`config.mk`:
```
export PLATFORM = sky130hd
export DESIGN_NAME = pid_hdng_ctrl_flat
export DESIGN_NICKNAME = d
export VERILOG_FILES = /design/src/rtl/pid_hdng_ctrl_if.sv /design/src/rtl/pid_hdng_ctrl.sv /design/src/flat_wrapper.sv
export SDC_FILE = /design/constraint.sdc
export NUM_CORES = 1
export LEC_CHECK = 0
export BUFFER_PORTS_ARGS = -buffer_cell sky130_fd_sc_hd__buf_2
export CORE_ASPECT_RATIO = 1.5
export CORE_MARGIN = 2
export CORE_UTILIZATION = 25
export DETAILED_ROUTE_END_ITERATION = 16
export GPL_TIMING_DRIVEN = 0
export HOLD_SLACK_MARGIN = 0.02
export PLACE_DENSITY_LB_ADDON = 0.2
export SLEW_MARGIN = 15
export SYNTH_ARGS = -nofsm -noshare
export SYNTH_HDL_FRONTEND = slang
export SYNTH_SLANG_ARGS = --single-unit
```
`constraint.sdc`:
```
create_clock -name clk -period 5.1 [get_ports clk]
set_input_delay 1.275 -clock clk [delete_from_list [all_inputs] [get_ports clk]]
set_output_delay 1.275 -clock clk [all_outputs]
set_load 0.01 [all_outputs]
```
`src/rtl/pid_hdng_ctrl_if.sv`:
```
// pid_hdng_ctrl_if
//   Bundles the heading-controller bus between the heading/gyro front end
//   (master) and the heading PID controller (slave).
//   Signal names are given from the controller's point of view:
//     i_moving     drive enabled
//     i_hdng_vld   new actual-heading sample this cycle
//     i_dsrd_hdng  desired heading, signed HDNG_W
//     i_actl_hdng  actual heading, signed HDNG_W
//     i_frwrd_spd  forward speed, unsigned SPD_W
//     o_lft_spd    left wheel speed, signed SPD_W+1
//     o_rght_spd   right wheel speed, signed SPD_W+1
//     o_at_hdng    heading error inside the at-heading window
//     o_spd_vld    one-cycle strobe: wheel speeds updated from a new sample
interface pid_hdng_ctrl_if #(
  parameter int HDNG_W = 12,
  parameter int SPD_W  = 11
);
  logic                     i_moving;
  logic                     i_hdng_vld;
  logic signed [HDNG_W-1:0] i_dsrd_hdng;
  logic signed [HDNG_W-1:0] i_actl_hdng;
  logic        [SPD_W-1:0]  i_frwrd_spd;
  logic signed [SPD_W:0]    o_lft_spd;
  logic signed [SPD_W:0]    o_rght_spd;
  logic                     o_at_hdng;
  logic                     o_spd_vld;

  modport master (
    output i_moving, i_hdng_vld, i_dsrd_hdng, i_actl_hdng, i_frwrd_spd,
    input  o_lft_spd, o_rght_spd, o_at_hdng, o_spd_vld
  );

  modport slave (
    input  i_moving, i_hdng_vld, i_dsrd_hdng, i_actl_hdng, i_frwrd_spd,
    output o_lft_spd, o_rght_spd, o_at_hdng, o_spd_vld
  );
endinterface

```
`src/rtl/pid_hdng_ctrl.sv`:
```
// pid_hdng_ctrl
//   Two-stage pipelined heading PID controller. Stage 1 forms the saturated
//   heading error and registers the P and D terms, the integrator and the
//   derivative history; stage 2 adds the I term, scales the sum by 1/8 and
//   mixes it into the forward speed to give left/right wheel speeds.
// Ports:
//   clk      clock
//   rst_n    asynchronous active-low reset
//   if_hdng  pid_hdng_ctrl_if.slave (moving, hdng_vld, headings, forward
//            speed in; wheel speeds, at_hdng, spd_vld out)
// Build option:
//   PID_SPD_CLIP_EN  when defined, wheel speeds are computed one bit wider
//                    and clamped to the signed SPD_W+1 range; otherwise they
//                    wrap in two's complement.
module pid_hdng_ctrl #(
  parameter int HDNG_W      = 12,
  parameter int ERR_W       = 10,
  parameter int SPD_W       = 11,
  parameter int INT_W       = 16,
  parameter int I_SHIFT     = 4,
  parameter int P_COEFF     = 3,
  parameter int D_COEFF     = 14,
  parameter int D_SAT_W     = 8,
  parameter int D_DEPTH     = 2,
  parameter int AT_HDNG_THR = 30
) (
  input  logic           clk,
  input  logic           rst_n,
  pid_hdng_ctrl_if.slave if_hdng
);

  localparam int SUM_W = SPD_W + 4;    // width the three PID terms are summed at
  localparam int P_W   = ERR_W + 5;    // signed err x 5-bit signed gain
  localparam int D_W   = D_SAT_W + 6;  // signed d_sat x 6-bit signed gain
  localparam int OUT_W = SPD_W + 1;

  localparam logic signed [HDNG_W-1:0] ERR_MAX = HDNG_W'((1 << (ERR_W - 1)) - 1);
  localparam logic signed [HDNG_W-1:0] ERR_MIN = HDNG_W'(-(1 << (ERR_W - 1)));
  localparam logic signed [ERR_W:0]    DSAT_MAX = (ERR_W + 1)'((1 << (D_SAT_W - 1)) - 1);
  localparam logic signed [ERR_W:0]    DSAT_MIN = (ERR_W + 1)'(-(1 << (D_SAT_W - 1)));
  localparam logic signed [ERR_W-1:0]  THR_POS  = ERR_W'(AT_HDNG_THR);
  localparam logic signed [ERR_W-1:0]  THR_NEG  = ERR_W'(-AT_HDNG_THR);

  // ---------------------------------------------------------------- stage 1
  logic signed [HDNG_W-1:0] w_err;
  logic signed [ERR_W-1:0]  w_err_sat;
  logic signed [ERR_W:0]    w_d_diff;
  logic signed [D_SAT_W-1:0] w_d_sat;
  logic signed [P_W-1:0]    w_p_term;
  logic signed [D_W-1:0]    w_d_term;
  logic signed [INT_W-1:0]  w_err_ext;
  logic signed [INT_W-1:0]  w_integ_sum;
  logic                     w_integ_ovf;
  logic signed [ERR_W-1:0]  w_hist_in [D_DEPTH];

  logic                     r_vld1;
  logic signed [ERR_W-1:0]  r_err_sat;
  logic signed [P_W-1:0]    r_p_term;
  logic signed [D_W-1:0]    r_d_term;
  logic signed [INT_W-1:0]  r_integ;
  logic signed [ERR_W-1:0]  r_hist [D_DEPTH];

  // Heading difference wraps at HDNG_W, then clamps into ERR_W.
  assign w_err = if_hdng.i_actl_hdng - if_hdng.i_dsrd_hdng;

  always_comb begin
    w_err_sat = w_err[ERR_W-1:0];
    if (w_err > ERR_MAX)
      w_err_sat = ERR_MAX[ERR_W-1:0];
    else if (w_err < ERR_MIN)
      w_err_sat = ERR_MIN[ERR_W-1:0];
  end

  // Derivative compares against the oldest history entry (pre-shift value).
  assign w_d_diff = (ERR_W + 1)'(w_err_sat) - (ERR_W + 1)'(r_hist[D_DEPTH-1]);

  always_comb begin
    w_d_sat = w_d_diff[D_SAT_W-1:0];
    if (w_d_diff > DSAT_MAX)
      w_d_sat = DSAT_MAX[D_SAT_W-1:0];
    else if (w_d_diff < DSAT_MIN)
      w_d_sat = DSAT_MIN[D_SAT_W-1:0];
  end

  assign w_p_term = P_W'(w_err_sat) * P_W'($signed(5'(P_COEFF)));
  assign w_d_term = D_W'(w_d_sat)   * D_W'($signed(6'(D_COEFF)));

  // Anti-windup: an add whose operands share a sign but whose result does
  // not is dropped, so the integrator parks at its last in-range value.
  assign w_err_ext   = INT_W'(w_err_sat);
  assign w_integ_sum = r_integ + w_err_ext;
  assign w_integ_ovf = (r_integ[INT_W-1] == w_err_ext[INT_W-1]) &&
                       (w_integ_sum[INT_W-1] != r_integ[INT_W-1]);

  // Shift-register taps: entry 0 takes the new error, the rest move down.
  generate
    for (genvar gi = 0; gi < D_DEPTH; gi++) begin : g_hist
      if (gi == 0) begin : g_head
        assign w_hist_in[gi] = w_err_sat;
      end else begin : g_tail
        assign w_hist_in[gi] = r_hist[gi-1];
      end
    end
  endgenerate

  always_ff @(posedge clk or negedge rst_n) begin
    if (!rst_n) begin
      r_vld1    <= 1'b0;
      r_err_sat <= '0;
      r_p_term  <= '0;
      r_d_term  <= '0;
      r_integ   <= '0;
      for (int i = 0; i < D_DEPTH; i++) r_hist[i] <= '0;
    end else begin
      r_vld1 <= if_hdng.i_hdng_vld;
      if (if_hdng.i_hdng_vld) begin
        r_err_sat <= w_err_sat;
        r_p_term  <= w_p_term;
        r_d_term  <= w_d_term;
        for (int i = 0; i < D_DEPTH; i++) r_hist[i] <= w_hist_in[i];
      end
      // Not moving clears the integrator on every edge, sample or not.
      if (!if_hdng.i_moving)
        r_integ <= '0;
      else if (if_hdng.i_hdng_vld && !w_integ_ovf)
        r_integ <= w_integ_sum;
    end
  end

  // ---------------------------------------------------------------- stage 2
  logic signed [INT_W-1:0] w_i_term;
  logic signed [SUM_W-1:0] w_pid;
  logic signed [OUT_W-1:0] w_corr;
  logic signed [OUT_W-1:0] w_lft;
  logic signed [OUT_W-1:0] w_rght;
  logic                    w_at_hdng;

  // I term uses the integrator as already updated by this sample's stage 1.
  assign w_i_term = r_integ >>> I_SHIFT;
  assign w_pid    = SUM_W'(r_p_term) + SUM_W'(w_i_term) + SUM_W'(r_d_term);
  // Arithmetic shift gives floor division by 8.
  assign w_corr   = OUT_W'(w_pid >>> 3);

`ifdef PID_SPD_CLIP_EN
  localparam logic signed [OUT_W:0] SPD_MAX = (OUT_W + 1)'((1 << SPD_W) - 1);
  localparam logic signed [OUT_W:0] SPD_MIN = (OUT_W + 1)'(-(1 << SPD_W));

  logic signed [OUT_W:0] w_lft_wide;
  logic signed [OUT_W:0] w_rght_wide;

  assign w_lft_wide  = $signed({2'b00, if_hdng.i_frwrd_spd}) + (OUT_W + 1)'(w_corr);
  assign w_rght_wide = $signed({2'b00, if_hdng.i_frwrd_spd}) - (OUT_W + 1)'(w_corr);

  always_comb begin
    w_lft = w_lft_wide[OUT_W-1:0];
    if (w_lft_wide > SPD_MAX)
      w_lft = SPD_MAX[OUT_W-1:0];
    else if (w_lft_wide < SPD_MIN)
      w_lft = SPD_MIN[OUT_W-1:0];

    w_rght = w_rght_wide[OUT_W-1:0];
    if (w_rght_wide > SPD_MAX)
      w_rght = SPD_MAX[OUT_W-1:0];
    else if (w_rght_wide < SPD_MIN)
      w_rght = SPD_MIN[OUT_W-1:0];
  end
`else
  assign w_lft  = $signed({1'b0, if_hdng.i_frwrd_spd}) + w_corr;
  assign w_rght = $signed({1'b0, if_hdng.i_frwrd_spd}) - w_corr;
`endif

  assign w_at_hdng = (r_err_sat > THR_NEG) && (r_err_sat < THR_POS);

  logic signed [OUT_W-1:0] r_lft;
  logic signed [OUT_W-1:0] r_rght;
  logic                    r_at_hdng;
  logic                    r_spd_vld;

  always_ff @(posedge clk or negedge rst_n) begin
    if (!rst_n) begin
      r_lft     <= '0;
      r_rght    <= '0;
      r_at_hdng <= 1'b0;
      r_spd_vld <= 1'b0;
    end else begin
      r_spd_vld <= r_vld1;
      if (r_vld1)
        r_at_hdng <= w_at_hdng;
      if (!if_hdng.i_moving) begin
        r_lft  <= '0;
        r_rght <= '0;
      end else if (r_vld1) begin
        r_lft  <= w_lft;
        r_rght <= w_rght;
      end
    end
  end

  assign if_hdng.o_lft_spd  = r_lft;
  assign if_hdng.o_rght_spd = r_rght;
  assign if_hdng.o_at_hdng  = r_at_hdng;
  assign if_hdng.o_spd_vld  = r_spd_vld;

endmodule

```
`src/flat_wrapper.sv`:
```
// flat-port wrapper written by rule: the top's interface ports become plain ports
module pid_hdng_ctrl_flat 
#(
  parameter int HDNG_W      = 12,
  parameter int ERR_W       = 10,
  parameter int SPD_W       = 11,
  parameter int INT_W       = 16,
  parameter int I_SHIFT     = 4,
  parameter int P_COEFF     = 3,
  parameter int D_COEFF     = 14,
  parameter int D_SAT_W     = 8,
  parameter int D_DEPTH     = 2,
  parameter int AT_HDNG_THR = 30
)
  (clk, rst_n, if_hdng_i_moving, if_hdng_i_hdng_vld, if_hdng_i_dsrd_hdng, if_hdng_i_actl_hdng, if_hdng_i_frwrd_spd, if_hdng_o_lft_spd, if_hdng_o_rght_spd, if_hdng_o_at_hdng, if_hdng_o_spd_vld);
  pid_hdng_ctrl_if #(.HDNG_W(HDNG_W), .SPD_W(SPD_W)) if_hdng_i ();
  input  logic clk;
  input  logic rst_n;
  input wire logic [$bits(if_hdng_i.i_moving)-1:0] if_hdng_i_moving;
  input wire logic [$bits(if_hdng_i.i_hdng_vld)-1:0] if_hdng_i_hdng_vld;
  input wire logic [$bits(if_hdng_i.i_dsrd_hdng)-1:0] if_hdng_i_dsrd_hdng;
  input wire logic [$bits(if_hdng_i.i_actl_hdng)-1:0] if_hdng_i_actl_hdng;
  input wire logic [$bits(if_hdng_i.i_frwrd_spd)-1:0] if_hdng_i_frwrd_spd;
  output wire logic [$bits(if_hdng_i.o_lft_spd)-1:0] if_hdng_o_lft_spd;
  output wire logic [$bits(if_hdng_i.o_rght_spd)-1:0] if_hdng_o_rght_spd;
  output wire logic [$bits(if_hdng_i.o_at_hdng)-1:0] if_hdng_o_at_hdng;
  output wire logic [$bits(if_hdng_i.o_spd_vld)-1:0] if_hdng_o_spd_vld;
  assign if_hdng_i.i_moving = if_hdng_i_moving;
  assign if_hdng_i.i_hdng_vld = if_hdng_i_hdng_vld;
  assign if_hdng_i.i_dsrd_hdng = if_hdng_i_dsrd_hdng;
  assign if_hdng_i.i_actl_hdng = if_hdng_i_actl_hdng;
  assign if_hdng_i.i_frwrd_spd = if_hdng_i_frwrd_spd;
  assign if_hdng_o_lft_spd = if_hdng_i.o_lft_spd;
  assign if_hdng_o_rght_spd = if_hdng_i.o_rght_spd;
  assign if_hdng_o_at_hdng = if_hdng_i.o_at_hdng;
  assign if_hdng_o_spd_vld = if_hdng_i.o_spd_vld;
  pid_hdng_ctrl #(.HDNG_W(HDNG_W), .ERR_W(ERR_W), .SPD_W(SPD_W), .INT_W(INT_W), .I_SHIFT(I_SHIFT), .P_COEFF(P_COEFF), .D_COEFF(D_COEFF), .D_SAT_W(D_SAT_W), .D_DEPTH(D_DEPTH), .AT_HDNG_THR(AT_HDNG_THR)) u_core (.clk(clk), .rst_n(rst_n), .if_hdng(if_hdng_i));
endmodule
```
# After elaboration in Yosys (flattened, before gate mapping)
# Index checks and enable logic that the tools add are counted.
# totals
reg_bits	90
latch_bits	0
mem_bits_rw	0
romBits	0
inputBits	39
word_cells	43
mem_count	0
# op_classes
add_sub_neg	7
multipliers	2
div_mod_pow	0
magnitude_cmp	6
eq_ne	4
n_shift	0
muxes	10
n_bitwise	0
n_reduce_logical	4
# ops
operator	n
12-bit two-way mux	4
16-bit two-way mux	2
12-bit subtractor	2
10-bit two-way mux	2
16-bit by 10-bit adder with 16-bit output	1
8-bit two-way mux	2
15-bit by 12-bit adder with 15-bit output	1
15-bit by 13-bit adder with 15-bit output	1
10-bit by 3-bit multiplier with 13-bit output, second input constant	1
12-bit adder	1
12-bit by 10-bit greater-than comparator with 1-bit output, second input constant	1
12-bit by 10-bit < comparator with 1-bit output, second input constant	1
8-bit by 4-bit multiplier with 12-bit output, second input constant	1
11-bit by 8-bit greater-than comparator with 1-bit output, second input constant	1
11-bit by 8-bit < comparator with 1-bit output, second input constant	1
10-bit by 10-bit subtractor with 11-bit output	1
10-bit by 6-bit greater-than comparator with 1-bit output, second input constant	1
10-bit by 6-bit < comparator with 1-bit output, second input constant	1
2-bit by 1-bit inequality test with 1-bit output, second input constant	2
1-bit logical AND	3
1-bit == test	1
1-bit zero test	1
1-bit inequality test	1

# Longest topological paths before layout
# Gate-level depths: netlist of the first run.
# depth
ltp_word	11
ltp_mapped	36
depth_no_buf	35

# Worst setup path before layout of the first run
# OpenSTA, ideal clock, no wires.
# synth_path
kind	input to register
startpoint	input if_hdng_i_actl_hdng[0]
endpoint	register, netlist name u_core.r_d_term[12]
setup_ps	126
arrival_ps	8074
t_required_ps	4974
slack_ps	-3100
stages	34
path_buffers	1
path_cell_list	inv_1 > ha_1 > inv_1 > fa_1 > a21oi_1 > o21a_1 > o21ai_0 > a2111oi_0 > nor3_1 > xor2_1 > o21ai_0 > buf_2 > a21boi_0 > inv_1 > ha_1 > nor2b_1 > o2111ai_1 > nand2_1 > o221ai_1 > xnor2_1 > nor3_1 > mux2i_1 > or3b_2 > fa_1 > inv_1 > ha_1 > a21o_1 > a21oi_1 > o21bai_1 > a21oi_1 > o21ai_0 > and4b_1 > nor4_1 > a311o_1
# synth_via
elab_chain_len	9
elab_cells_between_ends	11
# synth_rtl
element	line	rtl
start: declaration	flat_wrapper.sv:22	input wire logic [$bits(if_hdng_i.i_actl_hdng)-1:0] if_hdng_i_actl_hdng;
12-bit subtractor *	pid_hdng_ctrl.sv:64	assign w_err = if_hdng.i_actl_hdng - if_hdng.i_dsrd_hdng;
12-bit by 10-bit < comparator with 1-bit output	pid_hdng_ctrl.sv:70	else if (w_err < ERR_MIN)
10-bit two-way mux	pid_hdng_ctrl.sv:70	
10-bit two-way mux *	pid_hdng_ctrl.sv:68	if (w_err > ERR_MAX)
net u_core.w_err_sat[1]	pid_hdng_ctrl.sv:46	logic signed [ERR_W-1:0] w_err_sat;
10-bit by 10-bit subtractor with 11-bit output *	pid_hdng_ctrl.sv:75	assign w_d_diff = (ERR_W + 1)'(w_err_sat) - (ERR_W + 1)'(r_hist[D_DEPTH-1]);
11-bit by 8-bit < comparator with 1-bit output	pid_hdng_ctrl.sv:81	else if (w_d_diff < DSAT_MIN)
8-bit two-way mux	pid_hdng_ctrl.sv:81	
8-bit two-way mux *	pid_hdng_ctrl.sv:79	if (w_d_diff > DSAT_MAX)
8-bit by 4-bit multiplier with 12-bit output *	pid_hdng_ctrl.sv:86	assign w_d_term = D_W'(w_d_sat) * D_W'($signed(6'(D_COEFF)));
# Mark *: on every way through the listed nets, which the timed path passes. The rest lies on a longest branch.
# A chain may end at the register's enable or synchronous reset.

# Worst setup path in the final report of the first run
# layout_path
startpoint	input if_hdng_i_actl_hdng[0]
endpoint	register u_core.r_d_term[11]
# layout_via
elab_chain_len	9
elab_cells_between_ends	11
# layout_rtl
element	line	rtl
12-bit subtractor *	pid_hdng_ctrl.sv:64	
12-bit by 10-bit < comparator with 1-bit output	pid_hdng_ctrl.sv:70	
10-bit two-way mux	pid_hdng_ctrl.sv:70	
10-bit two-way mux *	pid_hdng_ctrl.sv:68	
net u_core.w_err_sat[1]	pid_hdng_ctrl.sv:46	
10-bit by 10-bit subtractor with 11-bit output *	pid_hdng_ctrl.sv:75	
11-bit by 8-bit < comparator with 1-bit output	pid_hdng_ctrl.sv:81	
8-bit two-way mux	pid_hdng_ctrl.sv:81	
8-bit two-way mux *	pid_hdng_ctrl.sv:79	
8-bit by 4-bit multiplier with 12-bit output *	pid_hdng_ctrl.sv:86	
end signal: assignment	pid_hdng_ctrl.sv:119	r_d_term <= w_d_term;
end: declaration	pid_hdng_ctrl.sv:59	logic signed [D_W-1:0] r_d_term;
# Marked as above.

==> results of run 1 <==
[registers in the layout, indices dropped and copies added, names as in the netlist]
signal	count
u_core.r_integ	16
u_core.r_p_term	13
u_core.if_hdng.o_rght_spd	12
u_core.r_d_term	12
u_core.if_hdng.o_lft_spd	11
u_core.r_hist	10
u_core.r_err_sat	9
u_core.if_hdng.o_at_hdng	1
u_core.if_hdng.o_spd_vld	1
u_core.r_vld1	1
[logic make-up (layout without fill, tap and decap cells)]
| kind of cell | after synthesis | in the layout | share of synthesized area |
|---|---|---|---|
| fa+ha+maj | 128 | 128 | 0.228 |
| xor+xnor | 68 | 68 | 0.0762 |
| flops | 86 | 86 | 0.275 |
| mux | 29 | 29 | 0.0400 |
| simple gates | 226 | 226 | 0.137 |
| compound gates | 218 | 218 | 0.185 |
| buf+inv | 117 | 256 | 0.0583 |
[worst reg2reg max path, cell delays in order, from the launching register on]
cell	delay [ps]
dfrtp_1	420
fa_1	500
ha_1	300
a41oi_1	250
o21bai_1	170
a21oi_2	230
o21ai_0	200
or2_2	350
xor2_1	170
ha_1	360
inv_1	120
a221oi_1	490
o41ai_1	180
o21bai_1	150
a21oi_1	110
or4b_2	610
o211ai_1	110
[how the worst max path moves through the flow]
stage / from / to / slack, ps / depth (start not counted)
floorplan: if_hdng_i_actl_hdng[0] / u_core.r_d_term[12] / -2310 / 34
global placement: if_hdng_i_dsrd_hdng[1] / u_core.r_d_term[12] / -3500 / 33
detailed placement: if_hdng_i_dsrd_hdng[1] / u_core.r_d_term[12] / -3580 / 31
CTS: if_hdng_i_actl_hdng[0] / u_core.r_d_term[10] / -2320 / 36
global route: if_hdng_i_actl_hdng[0] / u_core.r_d_term[12] / -2570 / 36
finish: if_hdng_i_actl_hdng[0] / u_core.r_d_term[11] / -2280 / 35
[per-layer routing]
| metal | GRT usage | vias to the layer above | part of all wire |
|---|---|---|---|
| li1 | - | 3295 | - |
| met1 | 0.149 | 3188 | 0.40 |
| met2 | 0.282 | 78 | 0.56 |
| met3 | 0.0184 | 25 | 0.020 |
| met4 | 0.0495 | 0 | 0.026 |
| met5 | 0 | - | 0 |
[stage by stage]
| stage | utilization | std cells | worst slack, ps |
|---|---|---|---|
| CTS | 0.322 | 1402 | -2320 |
| finish | 0.336 | 1416 | -2280 |
| global route | 0.336 | 1416 | -2570 |
| detailed placement | 0.291 | 1341 | -3580 |
| floorplan | - | 872 | -2310 |
| global placement | 0.290 | 1340 | -3500 |
[layout make-up]
type / instances / area [µm²] / share of cell area
clock inverters: 4 / 25.0 / 0.00240
clock buffers: 10 / 239 / 0.0230
multi-input cells: 669 / 6100 / 0.586
repair buffers: 127 / 883 / 0.0849
plain buffers: 23 / 136 / 0.0131
inverters: 92 / 364 / 0.0350
flip-flops and latches: 86 / 2150 / 0.207
well taps: 405 / 507 / 0.0487
[timing repair]
action	4_1_cts	5_1_grt
resized for setup	67	73
endpoints found under the setup margin	35	36
hold buffers	0	0
pin swaps	59	37
setup buffers	46	23
gates cloned	1	1
[cell usage in the layout, fill, tap and decap left out, types with 6 or more instances in the layout]
| cell type | instances |
|---|---|
| a211oi_1 | 10 |
| a21o_1 | 13 |
| a21oi_1 | 48 |
| a21oi_2 | 16 |
| buf_2 | 62 |
| buf_4 | 51 |
| buf_6 | 16 |
| clkbuf_1 | 17 |
| clkbuf_16 | 9 |
| dfrtp_1 | 86 |
| fa_1 | 20 |
| ha_1 | 83 |
| ha_4 | 17 |
| inv_1 | 77 |
| inv_2 | 10 |
| mux2_2 | 9 |
| mux2_4 | 9 |
| mux2i_1 | 10 |
| nand2_1 | 47 |
| nand2_2 | 10 |
| nand2_4 | 6 |
| nand3_1 | 6 |
| nor2_1 | 70 |
| nor2b_1 | 12 |
| nor3_1 | 9 |
| o21a_1 | 12 |
| o21ai_0 | 30 |
| o21ai_2 | 6 |
| o21bai_1 | 20 |
| or3_1 | 7 |
| xnor2_1 | 44 |
| xor2_1 | 17 |
==> impl_metrics.py, run 1 <==
metrics = {
    "placement": {
        "dpl.hpwl_mm": 17.5,
        "io_buffer_count": 63,
        "placed_area_um2": 9010,
        "gp_congestion": 0.797,
    },
    "min_path": {
        "min_to": "u_core.if_hdng.o_spd_vld",
        "min_from": "u_core.r_vld1",
        "min_delay_path_depth": 0,
        "min_path_type": "reg -> reg",
    },
    "logic_synthesis": {
        "yosys_warnings": 0,
        "synthArstFlopShare": 1.00,
        "syn_inst": 872,
        "synth.net_count": 1039,
        "synth.most_common_cell": "ha_1",
        "avgSynthCellArea_um2": 8.96,
        "netlist_area_um2": 7810,
        "synth-seq-cells": 86,
        "yosysSeqAreaShare": 0.275,
        "synth_area_leaders": "dfrtp_1 28%, ha_1 17%, fa_1 6.1%",
        "synth_edf_count": 0,
        "yosysUniqueCellTypes": 71,
        "synth.largest_area_cell": "dfrtp_1",
        "synth_top_area_share": 0.275,
        "synthTopCellsByCount": "104 x ha_1, 90 x inv_1, 86 x dfrtp_1",
        "ys.flop_type": "dfrtp_1",
    },
    "outcome": {
        "violations": "negative setup slack",
        "status": "complete, but fails checks",
    },
    "worst_setup_path": {
        "critical_path.max_stage_delay_ps": 500,
        "reg2reg_slack_ps": 280,
        "end_kind": "register",
        "critPathMaxFanout": 7,
        "timing.rr.end": "u_core.if_hdng.o_rght_spd[11]",
        "rr_worst_depth": 16,
        "crit_family": "compound AO/OA/AOI/OAI gates",
        "slowest_stage": "fa_1",
        "startpoint_type": "primary input",
        "cp_data_required_time_ps": 5340,
        "critPathArrivalTime_ps": 7620,
        "critPathBufInv": 7,
        "r2r_start": "u_core.r_integ[6]",
        "path_class": "in -> reg",
    },
    "timing": {
        "slew_viol_final": 0,
        "setup_viol": 32,
        "fin_ws_ps": -2280,
        "post-route-min-period_ps": 7380,
        "fin_setup_tns_ps": -27380,
        "fmax_ghz": 0.136,
        "hold_viol": 0,
        "holdWs_ps": 378,
        "tightest_slew_ps": 862,
        "min_period_over_period": 1.45,
        "grt_setup_unrepaired": "yes",
        "skew_ps": 12.9,
        "slew-limit-headroom": 0.420,
    },
    "routing": {
        "drt-vias-per-instance": 4.65,
        "drt-total-wl_mm": 22.5,
        "drtAntennaViolNets": 0,
        "drc": 0,
        "dr.pass1.iters": 4,
        "drtIter0Drc": 206,
        "dr_total_vias": 6586,
        "wl_per_cell_um": 15.9,
    },
    "finish": {
        "nFillCells": 3186,
        "area_growth_pct": 33.2,
        "n_antenna_cell": 0,
        "final_area_um2": 10400,
        "drive_above_1_share": 0.305,
        "nets": 1175,
    },
    "clock_network": {
        "cts_root_buf": "clkbuf_16",
        "cts_made_buffers": 9,
        "path_clk_slew_ps": 60,
        "clock_sinks": 86,
        "cts_tree": "built",
        "htreeDepth": 3,
        "clock_latency_ps": 370,
        "cts_buffer_depth": 2,
    },
    "floorplanning": {
        "chipHeight_um": 221,
        "core_area_um2": 30900,
        "die_area_um2": 32700,
        "io_pins": 65,
        "die_w_um": 148,
        "rows": 79,
        "initial_core_util": 0.253,
    },
    "grt": {
        "grt_pass1_wl_mm": 35.8,
        "grt_overflow": 0,
        "grt.total_usage": 0.141,
        "grt_pass1_vias": 6809,
        "antenna_found_initial": 0,
        "grt_max_degree": 61,
    },
    "flow_run": {
        "drv_cap": 0,
    },
}
Power of run 1 is not shown: default switching activity piles up to over one toggle a cycle in this logic, so the estimate is an artifact.
==> run 2: changes to the inputs <==
--- a/config.mk
+++ b/config.mk
@@ -12,7 +12,6 @@
 export DETAILED_ROUTE_END_ITERATION = 16
 export GPL_TIMING_DRIVEN = 0
 export HOLD_SLACK_MARGIN = 0.02
-export PLACE_DENSITY_LB_ADDON = 0.2
 export SLEW_MARGIN = 15
 export SYNTH_ARGS = -nofsm -noshare
 export SYNTH_HDL_FRONTEND = slang
==> constraint.sdc (replaced) <==
create_clock -name clk -period 6 [get_ports clk]
set_input_delay 1.5 -clock clk [delete_from_list [all_inputs] [get_ports clk]]
set_output_delay 1.5 -clock clk [all_outputs]
set_load 0.01 [all_outputs]
==> impl_metrics.py, run 2 (synthesized netlist as in run 1, its figures left out) <==
metrics = {
    "worst_setup_path": {
        "cp_data_required_time_ps": 6230,
        "cp_common_cell": "inv_2",
        "path_class": "in -> reg",
        "crit_family": "compound AO/OA/AOI/OAI gates",
        "critPathBufInv": 8,
        "critPathMaxFanout": 6,
        "critical_path.max_stage_delay_ps": 540,
        "critPathArrivalTime_ps": 7800,
        "slowest_stage": "fa_1",
        "end_kind": "register",
        "startpoint_type": "primary input",
    },
    "routing": {
        "drc": 0,
        "highest_layer": "met4",
        "dr_total_vias": 6551,
        "drt-vias-per-instance": 4.70,
        "dr.pass1.iters": 4,
        "wl_met2_mm": 10.8,
        "wl_met1_mm": 8.40,
        "drt-total-wl_mm": 20.8,
        "wl_met3_um": 752,
        "drtAntennaViolNets": 0,
        "drtIter0Drc": 243,
        "wl_per_cell_um": 14.9,
    },
    "grt": {
        "grt_pass1_wl_mm": 33.1,
        "antenna_found_initial": 0,
        "grt_pass1_vias": 6603,
        "grt_max_degree": 54,
        "grt_overflow": 0,
        "grt.total_usage": 0.127,
    },
    "min_path": {
        "min_path_type": "reg -> reg",
    },
    "timing": {
        "tightest_slew_ps": 879,
        "holdWs_ps": 369,
        "fin_ws_ps": -1570,
        "slew_viol_final": 0,
        "grt_setup_unrepaired": "yes",
        "slew-limit-headroom": 0.409,
        "skew_ps": 9.97,
        "post-route-min-period_ps": 7570,
        "min_period_over_period": 1.26,
        "setup_viol": 16,
        "hold_viol": 0,
        "fmax_ghz": 0.132,
    },
    "placement": {
        "dpl.hpwl_mm": 15.9,
        "gp_congestion": 0.819,
        "place_worst_setup_slack_ps": -2880,
        "placed_area_um2": 8830,
        "io_buffer_count": 63,
    },
    "clock_network": {
        "clock_latency_ps": 360,
        "cts_made_buffers": 9,
        "htreeDepth": 3,
        "clock_sinks": 86,
        "path_clk_slew_ps": 60,
        "cts_buffer_depth": 2,
        "cts_root_buf": "clkbuf_16",
        "hold_buffers": 0,
        "cts_tree": "built",
    },
    "floorplanning": {
        "chipHeight_um": 221,
        "die_w_um": 148,
        "core_area_um2": 30900,
        "rows": 79,
        "initial_core_util": 0.253,
        "io_pins": 65,
        "die_area_um2": 32700,
    },
    "outcome": {
        "status": "complete, but fails checks",
        "violations": "negative setup slack",
    },
    "finish": {
        "top_register": "u_core.r_integ",
        "fin_util": 0.319,
        "n_antenna_cell": 0,
        "final_common_cell": "ha_1",
        "final_area_um2": 9880,
        "nets": 1152,
        "drive_above_1_share": 0.251,
        "mostFrequentLayoutCells": "89 x ha_1, 86 x dfrtp_1, 77 x inv_1",
        "area_growth_pct": 26.5,
        "top_regs": "u_core.r_integ: 16 flops, u_core.r_p_term: 13 flops",
        "largest_reg_flops": 16,
    },
    "flow_run": {
        "drv_cap": 0,
    },
}
run 2: cell types whose count changed in the layout (fill, tap and decap cells not counted), moves of 5 or more:
| cell | delta |
|---|---|
| buf_6 | -7 |
| buf_4 | -18 |
| nand3_1 | +6 |
| nand2_1 | +6 |
| mux2_4 | -5 |
| ha_4 | -5 |
| mux2_2 | +5 |
| ha_1 | +6 |
| a21oi_1 | +8 |
| a21oi_2 | -7 |
| nand3_2 | -5 |
run 2: per-layer routing:
| layer | track usage | up-vias |
|---|---|---|
| met5 | 0 | - |
| met4 | 0.0537 | 0 |
| met3 | 0.0184 | 42 |
| met2 | 0.241 | 123 |
| met1 | 0.141 | 3136 |
| li1 | - | 3250 |
run 2: final timing paths:
kind	start	cells past startpoint	end	slack (ps)
worst max-delay path	if_hdng_i_actl_hdng[0]	35	u_core.r_d_term[12]	-1570
worst min-delay path	u_core.r_vld1	0	u_core.if_hdng.o_spd_vld	370
worst max register to register	u_core.r_integ[6]	19	u_core.if_hdng.o_rght_spd[11]	940
worst min register to register	u_core.r_vld1	0	u_core.if_hdng.o_spd_vld	370
max in group asynchronous	rst_n	2	u_core.r_hist[8]	4260
min in group asynchronous	rst_n	1	u_core.if_hdng.o_rght_spd[1]	1110
run 2: area by class of cell:
cell class | count | area (µm²)
Sequential cell | 86 | 2150
Clock buffer | 11 | 233
Inverter | 92 | 362
Timing Repair Buffer | 102 | 667
Multi-Input combinational cell | 669 | 5810
Buffer | 25 | 131
Tap cell | 405 | 507
Clock inverter | 4 | 25.0
Fill cell | 3166 | 21100
run 2: repair_timing:
item,CTS,global route
setup buffers,28,13
endpoints found under the setup margin,32,29
pin swaps,41,19
hold endpoints to repair,0,0
gates resized for setup,59,53
gates cloned,1,1
run 2: worst reg2reg max path: stages (launching register included):
cell,delay [ps]
dfrtp_1,430
fa_1,490
ha_1,300
a41oi_1,330
o21bai_1,150
a21oi_1,290
o21ai_0,200
or2_2,340
a21oi_1,240
o21bai_1,110
xor2_1,160
ha_1,280
clkbuf_1,280
nor2_1,90
a21oi_1,150
o41ai_1,130
o21bai_1,180
a21oi_1,110
or4b_2,610
o211ai_1,110
run 2: through the flow:
| step | TNS [ps] | std cells |
|---|---|---|
| after floorplan | -12340 | 872 |
| after global placement | -43160 | 1340 |
| after detailed placement | -43800 | 1341 |
| after CTS | -11790 | 1380 |
| after global routing | -18070 | 1394 |
| final | -12010 | 1394 |
Power of run 2 is left out for the same reason.
==> run 3: changes to the inputs <==
--- a/config.mk
+++ b/config.mk
@@ -12,7 +12,9 @@
 export DETAILED_ROUTE_END_ITERATION = 16
 export GPL_TIMING_DRIVEN = 0
 export HOLD_SLACK_MARGIN = 0.02
+export SKIP_LAST_GASP = 1
 export SLEW_MARGIN = 15
 export SYNTH_ARGS = -nofsm -noshare
 export SYNTH_HDL_FRONTEND = slang
 export SYNTH_SLANG_ARGS = --single-unit
+export TNS_END_PERCENT = 10
==> constraint.sdc (replaced) <==
create_clock -name clk -period 9 [get_ports clk]
set_input_delay 2.25 -clock clk [delete_from_list [all_inputs] [get_ports clk]]
set_output_delay 2.25 -clock clk [all_outputs]
set_load 0.01 [all_outputs]
==> impl_metrics.py, run 3 (synthesized netlist as in run 1, its figures left out) <==
metrics = {
    "outcome": {
        "status": "complete, no violations",
    },
    "floorplanning": {
        "chipHeight_um": 221,
        "io_pins": 65,
        "core_area_um2": 30900,
        "die_area_um2": 32700,
        "rows": 79,
        "die_w_um": 148,
        "initial_core_util": 0.253,
    },
    "routing": {
        "drtAntennaViolNets": 0,
        "dr.pass1.iters": 4,
        "drc": 0,
        "drt-vias-per-instance": 4.72,
        "drt-total-wl_mm": 20.4,
        "dr_total_vias": 6521,
        "drtIter0Drc": 331,
        "wl_per_cell_um": 14.7,
    },
    "timing": {
        "setup_viol": 0,
        "fin_ws_ps": 308,
        "tightest_slew_ps": 756,
        "post-route-min-period_ps": 8690,
        "slew-limit-headroom": 0.496,
        "skew_ps": 5.84,
        "min_period_over_period": 0.966,
        "fmax_ghz": 0.115,
        "fin_setup_tns_ps": 0,
        "slew_viol_final": 0,
        "hold_viol": 0,
    },
    "grt": {
        "use_met2": 0.252,
        "grt_max_degree": 54,
        "grt_overflow": 0,
        "met1_usage": 0.132,
        "grt_pass1_vias": 6607,
        "grt.met3_usage": 0.0136,
        "grt_pass1_wl_mm": 32.7,
        "antenna_found_initial": 0,
        "busiest_layer": "met2",
        "grt.total_usage": 0.127,
    },
    "placement": {
        "io_buffer_count": 63,
        "place_worst_setup_slack_ps": -1340,
        "gp_congestion": 0.823,
        "placed_area_um2": 8670,
        "dpl.hpwl_mm": 15.9,
    },
    "finish": {
        "top_register": "u_core.r_integ",
        "top_regs": "u_core.r_integ: 16 flops, u_core.r_p_term: 13 flops",
        "nets": 1138,
        "area_growth_pct": 21.2,
        "final_area_um2": 9470,
        "nFillCells": 3229,
        "n_antenna_cell": 0,
        "drive_above_1_share": 0.202,
        "largest_reg_flops": 16,
        "final_common_cell": "ha_1",
        "fin_util": 0.306,
        "mostFrequentLayoutCells": "97 x ha_1, 87 x inv_1, 86 x dfrtp_1",
    },
    "clock_network": {
        "clock_latency_ps": 350,
        "path_clk_slew_ps": 70,
        "htreeDepth": 3,
        "cts_buffer_depth": 2,
        "cts_made_buffers": 9,
        "cts_root_buf": "clkbuf_16",
        "clock_sinks": 86,
        "cts_tree": "built",
    },
    "worst_setup_path": {
        "startpoint_type": "primary input",
        "cp_data_required_time_ps": 9230,
        "critPathBufInv": 9,
        "end_kind": "register",
        "crit_family": "compound AO/OA/AOI/OAI gates",
        "slowest_stage": "ha_2",
        "path_class": "in -> reg",
        "critPathArrivalTime_ps": 8930,
        "critical_path.max_stage_delay_ps": 480,
        "critPathMaxFanout": 6,
    },
    "min_path": {
        "min_path_type": "reg -> reg",
    },
    "flow_run": {
        "drv_cap": 0,
    },
}
run 3: metrics by stage:
step	instances	hold slack (ps)
floorplan	872	352
global placement	1340	362
detailed placement	1341	361
CTS	1367	371
global route	1381	382
finish	1381	369
run 3: final cells by class:
class | instances | area, µm² | area share
Timing Repair Buffer | 88 | 523 | 0.0552
Buffer | 25 | 119 | 0.0126
Inverter | 92 | 349 | 0.0369
Clock inverter | 4 | 51.3 | 0.00542
Tap cell | 405 | 507 | 0.0535
Sequential cell | 86 | 2150 | 0.227
Clock buffer | 12 | 267 | 0.0281
Multi-Input combinational cell | 669 | 5500 | 0.581
run 3: path summary, 6_finish.rpt:
kind	end	slack (ps)	cells after the start	start
worst min-delay path	u_core.if_hdng.o_spd_vld	370	0	u_core.r_vld1
worst min register to register	u_core.if_hdng.o_spd_vld	370	0	u_core.r_vld1
worst max-delay path	u_core.r_d_term[11]	310	36	if_hdng_i_actl_hdng[0]
min in group asynchronous	u_core.r_integ[14]	1850	1	rst_n
max in group asynchronous	u_core.r_vld1	6520	2	rst_n
worst max register to register	u_core.if_hdng.o_rght_spd[11]	3940	19	u_core.r_integ[6]
run 3: worst register-to-register path: stages (launching register included):
cell      delay, ps
dfrtp_1         420
fa_1            490
ha_1            300
a41oi_1         310
o21bai_1        140
a21oi_1         300
o21ai_0         200
or2_2           340
a21oi_1         230
o21bai_1        100
xor2_1          160
ha_1            280
clkbuf_1        290
nor2_1           90
a21oi_1         180
o41ai_1         150
o21bai_1        160
a21oi_1         100
or4b_2          610
o211ai_1        120
run 3: what timing repair did:
action                                  4_1_cts  5_1_grt
gates cloned                                  1        0
setup buffers                                 9       14
gates resized for setup                      29       43
endpoints found under the setup margin        7        6
pin swaps                                     9       27
hold buffers                                  0        0
run 3: per-layer routing:
layer  wire (µm)  part of all wire  up-vias
met5           0                 0        -
met4         729             0.036        0
met3         458             0.023       34
met2       11000              0.54       96
met1        8140              0.40     3153
li1            -                 -     3238
Power of run 3 is left out for the same reason.
